==> src/rtl/rv32_alu_logical_pipe.sv <==
// Pipelined RV32I logical unit (AND/OR/XOR) with valid/ready, flush and tag.
// Define ALU_LOGICAL_ZBB_EN to add Zbb ANDN/ORN/XNOR (opsel 20/21/22).
module rv32_alu_logical_pipe #(
  parameter int XLEN  = 32,
  parameter int DEPTH = 2,
  parameter int TAG_W = 5
) (
  input  logic             clk,
  input  logic             rst,
  input  logic             flush,
  input  logic             in_valid,
  output logic             in_ready,
  input  logic [XLEN-1:0]  in_opA,
  input  logic [XLEN-1:0]  in_opB,
  input  logic [4:0]       in_opsel,
  input  logic [TAG_W-1:0] in_tag,
  output logic             out_valid,
  input  logic             out_ready,
  output logic [XLEN-1:0]  out_result,
  output logic             out_zero,
  output logic [TAG_W-1:0] out_tag
);

  if (DEPTH < 1 || DEPTH > 4) begin : g_bad_depth
    $error("DEPTH must be in 1..4");
  end
  if (XLEN < 8) begin : g_bad_xlen
    $error("XLEN must be >= 8");
  end

  logic is_and, is_or, is_xor;
  logic is_andn, is_orn, is_xnor;
  logic [XLEN-1:0] dec_res;

  assign is_and = (in_opsel == 5'd2) || (in_opsel == 5'd9);
  assign is_or  = (in_opsel == 5'd3) || (in_opsel == 5'd10);
  assign is_xor = (in_opsel == 5'd4) || (in_opsel == 5'd11);
`ifdef ALU_LOGICAL_ZBB_EN
  assign is_andn = (in_opsel == 5'd20);
  assign is_orn  = (in_opsel == 5'd21);
  assign is_xnor = (in_opsel == 5'd22);
`else
  assign is_andn = 1'b0;
  assign is_orn  = 1'b0;
  assign is_xnor = 1'b0;
`endif

  always_comb begin
    dec_res = '0;
    unique case (1'b1)
      is_and:  dec_res = in_opA & in_opB;
      is_or:   dec_res = in_opA | in_opB;
      is_xor:  dec_res = in_opA ^ in_opB;
      is_andn: dec_res = in_opA & ~in_opB;
      is_orn:  dec_res = in_opA | ~in_opB;
      is_xnor: dec_res = ~(in_opA ^ in_opB);
      default: dec_res = '0;
    endcase
  end

  logic [DEPTH-1:0]            valid_q;
  logic [DEPTH-1:0][XLEN-1:0]  result_q;
  logic [DEPTH-1:0]            zero_q;
  logic [DEPTH-1:0][TAG_W-1:0] tag_q;

  logic [DEPTH-1:0]            up_valid;
  logic [DEPTH-1:0][XLEN-1:0]  up_result;
  logic [DEPTH-1:0]            up_zero;
  logic [DEPTH-1:0][TAG_W-1:0] up_tag;

  logic [DEPTH:0] ready;
  logic           rdy_chain;

  // Ready ripples back from the output; an empty stage always accepts.
  always_comb begin
    rdy_chain    = out_ready;
    ready        = '0;
    ready[DEPTH] = out_ready;
    for (int i = DEPTH - 1; i >= 0; i--) begin
      rdy_chain = !valid_q[i] || rdy_chain;
      ready[i]  = rdy_chain;
    end
  end

  assign in_ready = ready[0] && !flush;

  always_comb begin
    up_valid[0]  = in_valid;
    up_result[0] = dec_res;
    up_zero[0]   = (dec_res == '0);
    up_tag[0]    = in_tag;
    for (int i = 1; i < DEPTH; i++) begin
      up_valid[i]  = valid_q[i-1];
      up_result[i] = result_q[i-1];
      up_zero[i]   = zero_q[i-1];
      up_tag[i]    = tag_q[i-1];
    end
  end

  always_ff @(posedge clk or posedge rst) begin
    if (rst) begin
      valid_q  <= '0;
      result_q <= '0;
      zero_q   <= '0;
      tag_q    <= '0;
    end else begin
      for (int i = 0; i < DEPTH; i++) begin
        if (flush) begin
          valid_q[i] <= 1'b0;
        end else if (ready[i]) begin
          valid_q[i] <= up_valid[i];
          if (up_valid[i]) begin
            result_q[i] <= up_result[i];
            zero_q[i]   <= up_zero[i];
            tag_q[i]    <= up_tag[i];
          end
        end
      end
    end
  end

  assign out_valid  = valid_q[DEPTH-1];
  assign out_result = result_q[DEPTH-1];
  assign out_zero   = zero_q[DEPTH-1];
  assign out_tag    = tag_q[DEPTH-1];

endmodule
==> config.mk <==
export PLATFORM = sky130hd
export DESIGN_NAME = rv32_alu_logical_pipe
export DESIGN_NICKNAME = d
export VERILOG_FILES = /design/src/rtl/rv32_alu_logical_pipe.sv
export SDC_FILE = /design/constraint.sdc
export NUM_CORES = 1
export LEC_CHECK = 0
export CORE_ASPECT_RATIO = 2
export CORE_MARGIN = 2
export CORE_UTILIZATION = 34
export CTS_CLUSTER_SIZE = 14
export DETAILED_ROUTE_END_ITERATION = 12
export SYNTH_ARGS = -nofsm -noshare
export SYNTH_HDL_FRONTEND = slang
export SYNTH_SLANG_ARGS = --single-unit
==> constraint.sdc <==
create_clock -name clk -period 2.7 [get_ports clk]
set_clock_uncertainty 0.05 [all_clocks]
set_input_delay 0.54 -clock clk [delete_from_list [all_inputs] [get_ports clk]]
set_output_delay 0.54 -clock clk [all_outputs]
set_load 0.1 [all_outputs]
[Yosys cells after proc, flatten, opt, wreduce, memory -nomap -nowiden]
Cells that the tools add are included.
W data, S select, Z words.
Word-level totals
  input bits: 79
  word-level logic and storage cells: 37
  register bits: 78
  output and inout bits: 40
Operators by class
  equal/unequal tests: 6
  reduce and logical (&&, ||, !) cells: 14
  muxes and demuxes: 5
  bitwise logic cells: 4
Operator list (number)
  $pmux W32 S3: 1
  $and A32 B32 Y32: 1
  $logic_not A32 Y1: 1
  $or A32 B32 Y32: 1
  $xor A32 B32 Y32: 1
  $eq A5 B4 Y1 const B: 3
  $eq A5 B2 Y1 const B: 2
  $reduce_and A3 Y1: 2
  $eq A5 B3 Y1 const B: 1
  $logic_or A1 B1 Y1: 5
  $mux W1: 4
  $reduce_bool A2 Y1: 2
  $logic_not A1 Y1: 3
  $logic_and A1 B1 Y1: 1
  $not A1 Y1: 1

[Longest topological paths before layout]
Gate-level depths: netlist of the first run.
  word-level depth: 5
  gate-level depth with buffers: 8

[Least setup slack after synthesis of the first run]
No wires, ideal clock.
  kind: register -> output
  start point: register valid_q[1]
  end point: output in_ready
  arrival time: 2.449 ns
  buffers on the path: 0
  setup slack: -0.339 ns
  stages on the path, launching flop included: 4
  cell sequence: dfrtp_1 > nor2b_1 > and2_1 > nor2_1
Between the ends
  cells in the longest elaborated chain, start to end: 4
Ends and longest elaborated chain
  start: declaration: RTL line 61  | logic [DEPTH-1:0] valid_q;
  start signal: indexed assignment: RTL line 111  | valid_q[i] <= up_valid[i];
  $logic_not A1 Y1: RTL line 80  | rdy_chain = !valid_q[i] || rdy_chain;
  $logic_or A1 B1 Y1 (2 in a row): RTL line 80
  $logic_and A1 B1 Y1: RTL line 85  | assign in_ready = ready[0] && !flush;
  end: declaration: RTL line 12  | output logic in_ready,
No other way between the ends.

[Worst setup path after layout of the first run]
  start point: input in_opsel[3]
  end point: register zero_q[0]
Between the ends
  cells in the longest elaborated chain, start to end: 4
  elaborated cells between the ends (all ways): 11
  those cells by class: eq/ne (6); mux (1); reduce/logical (4)
Ends and longest elaborated chain
  start: declaration: RTL line 15  | input logic [4:0] in_opsel,
  $eq A5 B3 Y1 (tied with other cells): RTL line 37  | assign is_xor = (in_opsel == 5'd4) || (in_opsel == 5'd11);
  $logic_or A1 B1 Y1, on equally long branches: RTL line 37, 35, 36
  $pmux W32 S3 (*): RTL line 50  | unique case (1'b1)
  $logic_not A32 Y1 (*): RTL line 90  | up_zero[0] = (dec_res == '0);
  end signal: indexed assignment: RTL line 114  | zero_q[i] <= up_zero[i];
  end: declaration: RTL line 63  | logic [DEPTH-1:0] zero_q;
Mark *: on every way between the ends. The rest lies on a longest branch, timed or not.
A chain may end at the register's enable or synchronous reset.

==> flow_summary.toml, run 1 <==
[sta]
hold_slack_ps = 423
worst_case_headroom_to_the_max_slew_limit_pct = 61.1
fin_crit_ps = 2470
final_min_period_over_clock_period_pct = 91.7
grt_setup_unrepaired = "false"
fmax_mhz = 404
finalHoldViolations = 0
report.final.slew_viol_count = 0
setup_violations = 0
worst_pin_slew_ps = 583

[worst_setup_path]
critical_path_arrival_ps = 2690
critPathCaptureType = "register"
crit_path_max_fanout = 11
crit_required_ps = 2920
reg2reg_setup_slack_ps = 880
timing_worst_setup_path_type = "in -> reg"
start_kind = "primary input"

[floorplanning]
start_util_pct = 34.7
area_of_the_die_sq_um = 15700
die_height_um = 175
floorplan.core_area_sq_um = 14400
rows = 62
ioPinCount = 119
die_width_um = 89.6

[logic_synthesis]
synth.largest_area_cell = "sky130_fd_sc_hd__dfrtp_1"
synth_enable_flop_cells = 0
cell_with_the_most_instances_after_synthesis = "sky130_fd_sc_hd__dfrtp_1"
avgSynthCellArea_sq_um = 10.1
synthDistinctLibCells = 42
mappedNetlistArea_sq_um = 4980
synthTopCellsByArea = "sky130_fd_sc_hd__dfrtp_1, sky130_fd_sc_hd__ha_1, sky130_fd_sc_hd__mux2_2"
syn-instance-count = 495
postSynth.asyncResetShare_pct = 100
postSynthNetCount = 638
ys_ff_latch = 78
synth.top_cells.by_count = "sky130_fd_sc_hd__dfrtp_1, sky130_fd_sc_hd__inv_1, sky130_fd_sc_hd__ha_1, sky130_fd_sc_hd__nand2_1, sky130_fd_sc_hd__mux2_2"
yosys_warnings = 0
post-synth-top-area-fraction_pct = 39.2
synth_sequential_area_ratio_pct = 39.2
synth_ff_type = "sky130_fd_sc_hd__dfrtp_1"

[power_and_ir_drop]
leakagePower_uw = 0.00327
power_uw = 4000
power.ir.vdd_worst_mv = 0.268
p_per_area_nw_per_um2 = 614

[grt]
grt_remaining_overflow = 0
grt.total_usage_pct = 15.5
grt_pass1_vias = 3845
antenna_found_initial = 0
global_route_wire_length_before_repair_um = 18900
largest_net_degree_at_the_start_of_global_routing = 66

[run_status]
status = "complete, no violations"

[finish]
syn_to_final_growth_pct = 30.9
register_area_sq_um = 1950
fin_util_pct = 45.4
design.final.nets = 740
drive_above_1_share_pct = 23.4
final_cells = 794
antennaDiodeCount = 0
fillCellCount = 1387
final_area_sq_um = 6520
combined_area_of_the_multi_input_logic_cells_sq_um = 2340

[route]
routed-via-count = 3706
detail_route.wl_per_cell_um = 14.4
viasPerCell = 4.67
drt_iter0_drc = 184
route.final.wire_length_um = 11400
dr_drc_count = 0
firstDrtPassIters = 6
antenna_violating_nets_post_route = 0

[placement]
detailed_place_hpwl_um = 9440
dp_cells = 778
routabilityCongestion = 0.881
placement.io_buffers = 118
placement.cell_area_sq_um = 6200

[clock_network]
holdBufCountCts = 0
post_cts_buffers = 0
cts-resized-gates = 0
clkTransAtPathRegs_ps = 60
worstSkewPairLatency_ps = 330
cts_num_sinks = 78
ctsLongestPathBuffers = 2
tritoncts_clock_tree = "built"
total_cts_buffers = 9
cts_htree_levels = 3
clockRootBuffer = "sky130_fd_sc_hd__clkbuf_16"

[flow_run]
drv.max_cap_violation_count = 0

[min_path]
holdCritPathClass = "reg -> reg"
## sequential cells by signal, summed over array words and instances, names as in the netlist
name / cells
out_result: 32
out_tag: 5
result_q: 32
tag_q: 5
valid_q: 2
zero_q: 2
## per-stage QoR
step | worst slack, ps | setup TNS, ps
after floorplan | 115 | 0
after detailed placement | -121 | -515
after global routing | 55.9 | 0
after CTS | 223 | 0
final | 225 | 0
after global placement | -104 | -157
## logic make-up after synthesis
group	share of synthesized area, %
xor gates and xnor gates	0.327
buffers and inverters	14.0
and+or+nand+nor	10.6
muxes	9.05
DFF	39.2
AOI/OAI and AO/OA	10.7
adders and majority gates	16.1
## path summary, 6_finish.rpt
| path | endpoint | cells past startpoint | startpoint |
|---|---|---|---|
| hold reg to reg | tag_q[0] | 2 | tag_q[0] |
| setup / recovery | zero_q[0] | 8 | in_opsel[3] |
| hold / removal | tag_q[0] | 2 | tag_q[0] |
| min in group asynchronous | valid_q[1] | 2 | rst |
| max in group asynchronous | out_tag[2] | 3 | rst |
| setup reg to reg | zero_q[0] | 6 | valid_q[0] |
## per-layer routing
| metal | track usage (%) | up-vias | routed length (um) |
|---|---|---|---|
| met5 | 0 | - | 0 |
| met4 | 5.60 | 0 | 190 |
| met3 | 0.945 | 11 | 310 |
| met2 | 28.2 | 90 | 6450 |
| met1 | 18.2 | 1759 | 4490 |
| li1 | - | 1846 | - |
## final cells by class
type	instances	area share [%]
clock buffers	11	3.57
clock inverters	5	1.25
inverters	71	4.11
multi-input cells	286	35.9
flip-flops and latches	78	30.0
well taps	192	3.69
repair buffers	151	21.5
## worst max-delay path: stages
cell	delay [ps]
sky130_fd_sc_hd__clkdlybuf4s50_1	590
sky130_fd_sc_hd__or4b_4	200
sky130_fd_sc_hd__a21oi_4	60
sky130_fd_sc_hd__buf_12	150
sky130_fd_sc_hd__a221oi_1	400
sky130_fd_sc_hd__nand4_1	240
sky130_fd_sc_hd__nor4_1	310
sky130_fd_sc_hd__a32o_1	200
## where the power goes
| group | internal, uW | switching, uW | total [uW] |
|---|---|---|---|
| Sequential | 1310 | 75.8 | 1380 |
| Combinational | 416 | 930 | 1350 |
| Clock | 811 | 461 | 1270 |
## layout by cell type, fill, tap and decap left out, types with 2 or more instances in the layout
cell type                         synthesis  layout
sky130_fd_sc_hd__bufinv_16                0       2
sky130_fd_sc_hd__dfrtp_1                 78      78
sky130_fd_sc_hd__clkdlybuf4s50_1          0      78
sky130_fd_sc_hd__nor4_1                   5       5
sky130_fd_sc_hd__a221o_1                  2       2
sky130_fd_sc_hd__a21oi_1                  3       3
sky130_fd_sc_hd__inv_1                   71      70
sky130_fd_sc_hd__nand2_1                 47      46
sky130_fd_sc_hd__a222oi_1                 3       3
sky130_fd_sc_hd__and2_1                   2       2
sky130_fd_sc_hd__clkbuf_1                 8       2
sky130_fd_sc_hd__clkinv_2                 0       2
sky130_fd_sc_hd__clkbuf_16                0       9
sky130_fd_sc_hd__o21ai_0                 29      29
sky130_fd_sc_hd__nor2_1                  21      20
sky130_fd_sc_hd__nand4_1                  6       6
sky130_fd_sc_hd__buf_12                   0       6
sky130_fd_sc_hd__ha_1                    64      64
sky130_fd_sc_hd__nand2_2                  2       3
sky130_fd_sc_hd__a221oi_1                25      25
sky130_fd_sc_hd__nand3b_1                 2       2
sky130_fd_sc_hd__buf_4                   37      67
sky130_fd_sc_hd__nor2b_1                  2       2
sky130_fd_sc_hd__mux2_2                  40      40
sky130_fd_sc_hd__nor3_1                  15      15
Power figures use the tool's default switching activity.
==> inputs of run 2 (changes only) <==
==> constraint.sdc (replaced) <==
create_clock -name clk -period 2.05 [get_ports clk]
set_clock_uncertainty 0.05 [all_clocks]
set_input_delay 0.41 -clock clk [delete_from_list [all_inputs] [get_ports clk]]
set_output_delay 0.41 -clock clk [all_outputs]
set_load 0.1 [all_outputs]
==> run 2 against run 1 <==
Via count increased by 3.6%. Wire length increased by 9.4%. Largest power group is now combinational logic. Cell count increased by 5.3%. Clock power increased by 28%. Combinational power increased by 41%. First-iteration DRC count decreased by 3.3%. Hold slack got worse by 71 ps. Critical path depth unchanged. Flip-flop and latch count unchanged. Non-clock buffer count increased by 43.
==> flow_summary.toml, run 2 (synthesized netlist as in run 1, its figures left out) <==
[worst_setup_path]
crit_required_ps = 2220
timing_worst_setup_path_type = "in -> reg"
start_kind = "primary input"
crit-reg2reg-capture = "result_q[20]"
crit_path_max_fanout = 6
critical_path_arrival_ps = 2140
r2r_cells = 4
critPathCaptureType = "register"
reg2reg_setup_slack_ps = 370
r2r-start = "valid_q[0]"

[sta]
worst_pin_slew_ps = 592
final_min_period_over_clock_period_pct = 96.3
finalHoldViolations = 0
fin_crit_ps = 1970
fmax_mhz = 507
report.final.slew_viol_count = 0
setup_violations = 0
layout_setup_ws_ps = 76.8
worst_case_headroom_to_the_max_slew_limit_pct = 60.5

[finish]
most-common-layout-cells = "sky130_fd_sc_hd__buf_4, sky130_fd_sc_hd__dfrtp_1, sky130_fd_sc_hd__inv_1"
commonest_non_fill_non_tap_cell_in_the_layout = "sky130_fd_sc_hd__buf_4"
final_cells = 836
design.final.nets = 783
syn_to_final_growth_pct = 45.0
drive_above_1_share_pct = 34.6
antennaDiodeCount = 0

[route]
viasPerCell = 4.59
antenna_violating_nets_post_route = 0
firstDrtPassIters = 4
detail_route.wl_per_cell_um = 15.0
drt_iter0_drc = 178
dr_drc_count = 0
routed-via-count = 3838
route.final.wire_length_um = 12500

[grt]
grt_pass1_vias = 4025
largest_net_degree_at_the_start_of_global_routing = 66
antenna_found_initial = 0
grt_remaining_overflow = 0
global_route_wire_length_before_repair_um = 19900
grt.total_usage_pct = 16.5

[clock_network]
tritoncts_clock_tree = "built"
cts_num_sinks = 78
ctsLongestPathBuffers = 2
clockRootBuffer = "sky130_fd_sc_hd__clkbuf_16"
worstSkewPairLatency_ps = 330
cts_htree_levels = 3
total_cts_buffers = 9
clkTransAtPathRegs_ps = 60
holdBufCountCts = 0

[floorplanning]
floorplan.core_area_sq_um = 14400
area_of_the_die_sq_um = 15700
die_height_um = 175
ioPinCount = 119
start_util_pct = 34.7
rows = 62
die_width_um = 89.6

[placement]
detailed_place_hpwl_um = 9840
pre_cts_slack_ps = -719
dp_cells = 798
placement.io_buffers = 118
routabilityCongestion = 0.878

[power_and_ir_drop]
p_per_area_nw_per_um2 = 743
leakagePower_uw = 0.00366
power.ir.vdd_worst_mv = 0.382

[flow_run]
drv.max_cap_violation_count = 0

[min_path]
holdCritPathClass = "in -> async"

[run_status]
status = "complete, no violations"
run 2: cell types whose count changed in the layout (fill, tap and decap cells not counted), sizes merged:
cell / previous run / this run
buf: 73 / 118
dlygate4sd2: 0 / 14
clkinvlp: 1 / 2
clkdlybuf4s50: 78 / 47
inv: 71 / 70
clkinv: 2 / 1
clkbuf: 11 / 13
dlymetal6s2s: 0 / 13
run 2: report_power, final:
group | leakage, uW | internal (uW) | total [uW] | switching, uW
Clock | 0.000146 | 1060 | 1630 | 573
Combinational | 0.00247 | 628 | 1910 | 1280
Sequential | 0.00105 | 1720 | 1820 | 104
Total | 0.00366 | 3410 | 5370 | 1960
run 2: worst max-delay path by stage:
stage / start / end / slack [ps] / depth (start not counted)
finish: in_opsel[3] / zero_q[0] / 80 / 8
global route: in_opA[17] / zero_q[0] / -30 / 7
CTS: in_opsel[0] / zero_q[0] / 4 / 8
detailed placement: in_opsel[3] / zero_q[0] / -720 / 7
global placement: in_opsel[3] / zero_q[0] / -720 / 8
floorplan: valid_q[1] / in_ready / -190 / 3
run 2: worst max-delay path: stages:
cell and delay (ps):
sky130_fd_sc_hd__buf_2 140, sky130_fd_sc_hd__or4b_4 540, sky130_fd_sc_hd__a21oi_4 260, sky130_fd_sc_hd__buf_12 160
sky130_fd_sc_hd__a222oi_1 110, sky130_fd_sc_hd__nand4_1 200, sky130_fd_sc_hd__nor4_2 70, sky130_fd_sc_hd__a32o_1 240
run 2: routing by layer:
layer  global-route usage [%]  vias up  wire length [um]
li1                         -     1934                 -
met1                     19.0     1805              4860
met2                     29.7       86              7020
met3                     2.46       13               383
met4                     5.72        0               259
met5                        0        -                 0
run 2: what timing repair did:
| action | in CTS | in global routing |
|---|---|---|
| gates cloned | 2 | 0 |
| setup endpoints to repair | 26 | 1 |
| pin swaps | 19 | 29 |
| buffers inserted | 6 | 15 |
| resized for setup | 55 | 34 |
run 2: cell type report:
| class | count | area (sq um) |
|---|---|---|
| inverter | 71 | 270 |
| sequential | 78 | 1950 |
| fill | 1295 | 7130 |
| tap | 192 | 240 |
| multi-input combinational | 286 | 2660 |
| clock inverter | 4 | 72.6 |
| clock buffer | 11 | 233 |
| timing repair buffer | 194 | 1790 |
run 2: metrics by stage:
step	util, %	area (sq um)	setup TNS (ps)	power [uW]	hold WS, ps
2_1_floorplan	-	4990	-186	3230	390
3_5_place_dp	44.3	6350	-15410	3680	414
3_3_place_gp	44.3	6350	-13540	3660	402
4_1_cts	48.3	6940	0	5370	354
5_1_grt	50.3	7220	-25.3	5600	404
6_report	50.3	7220	0	5370	352
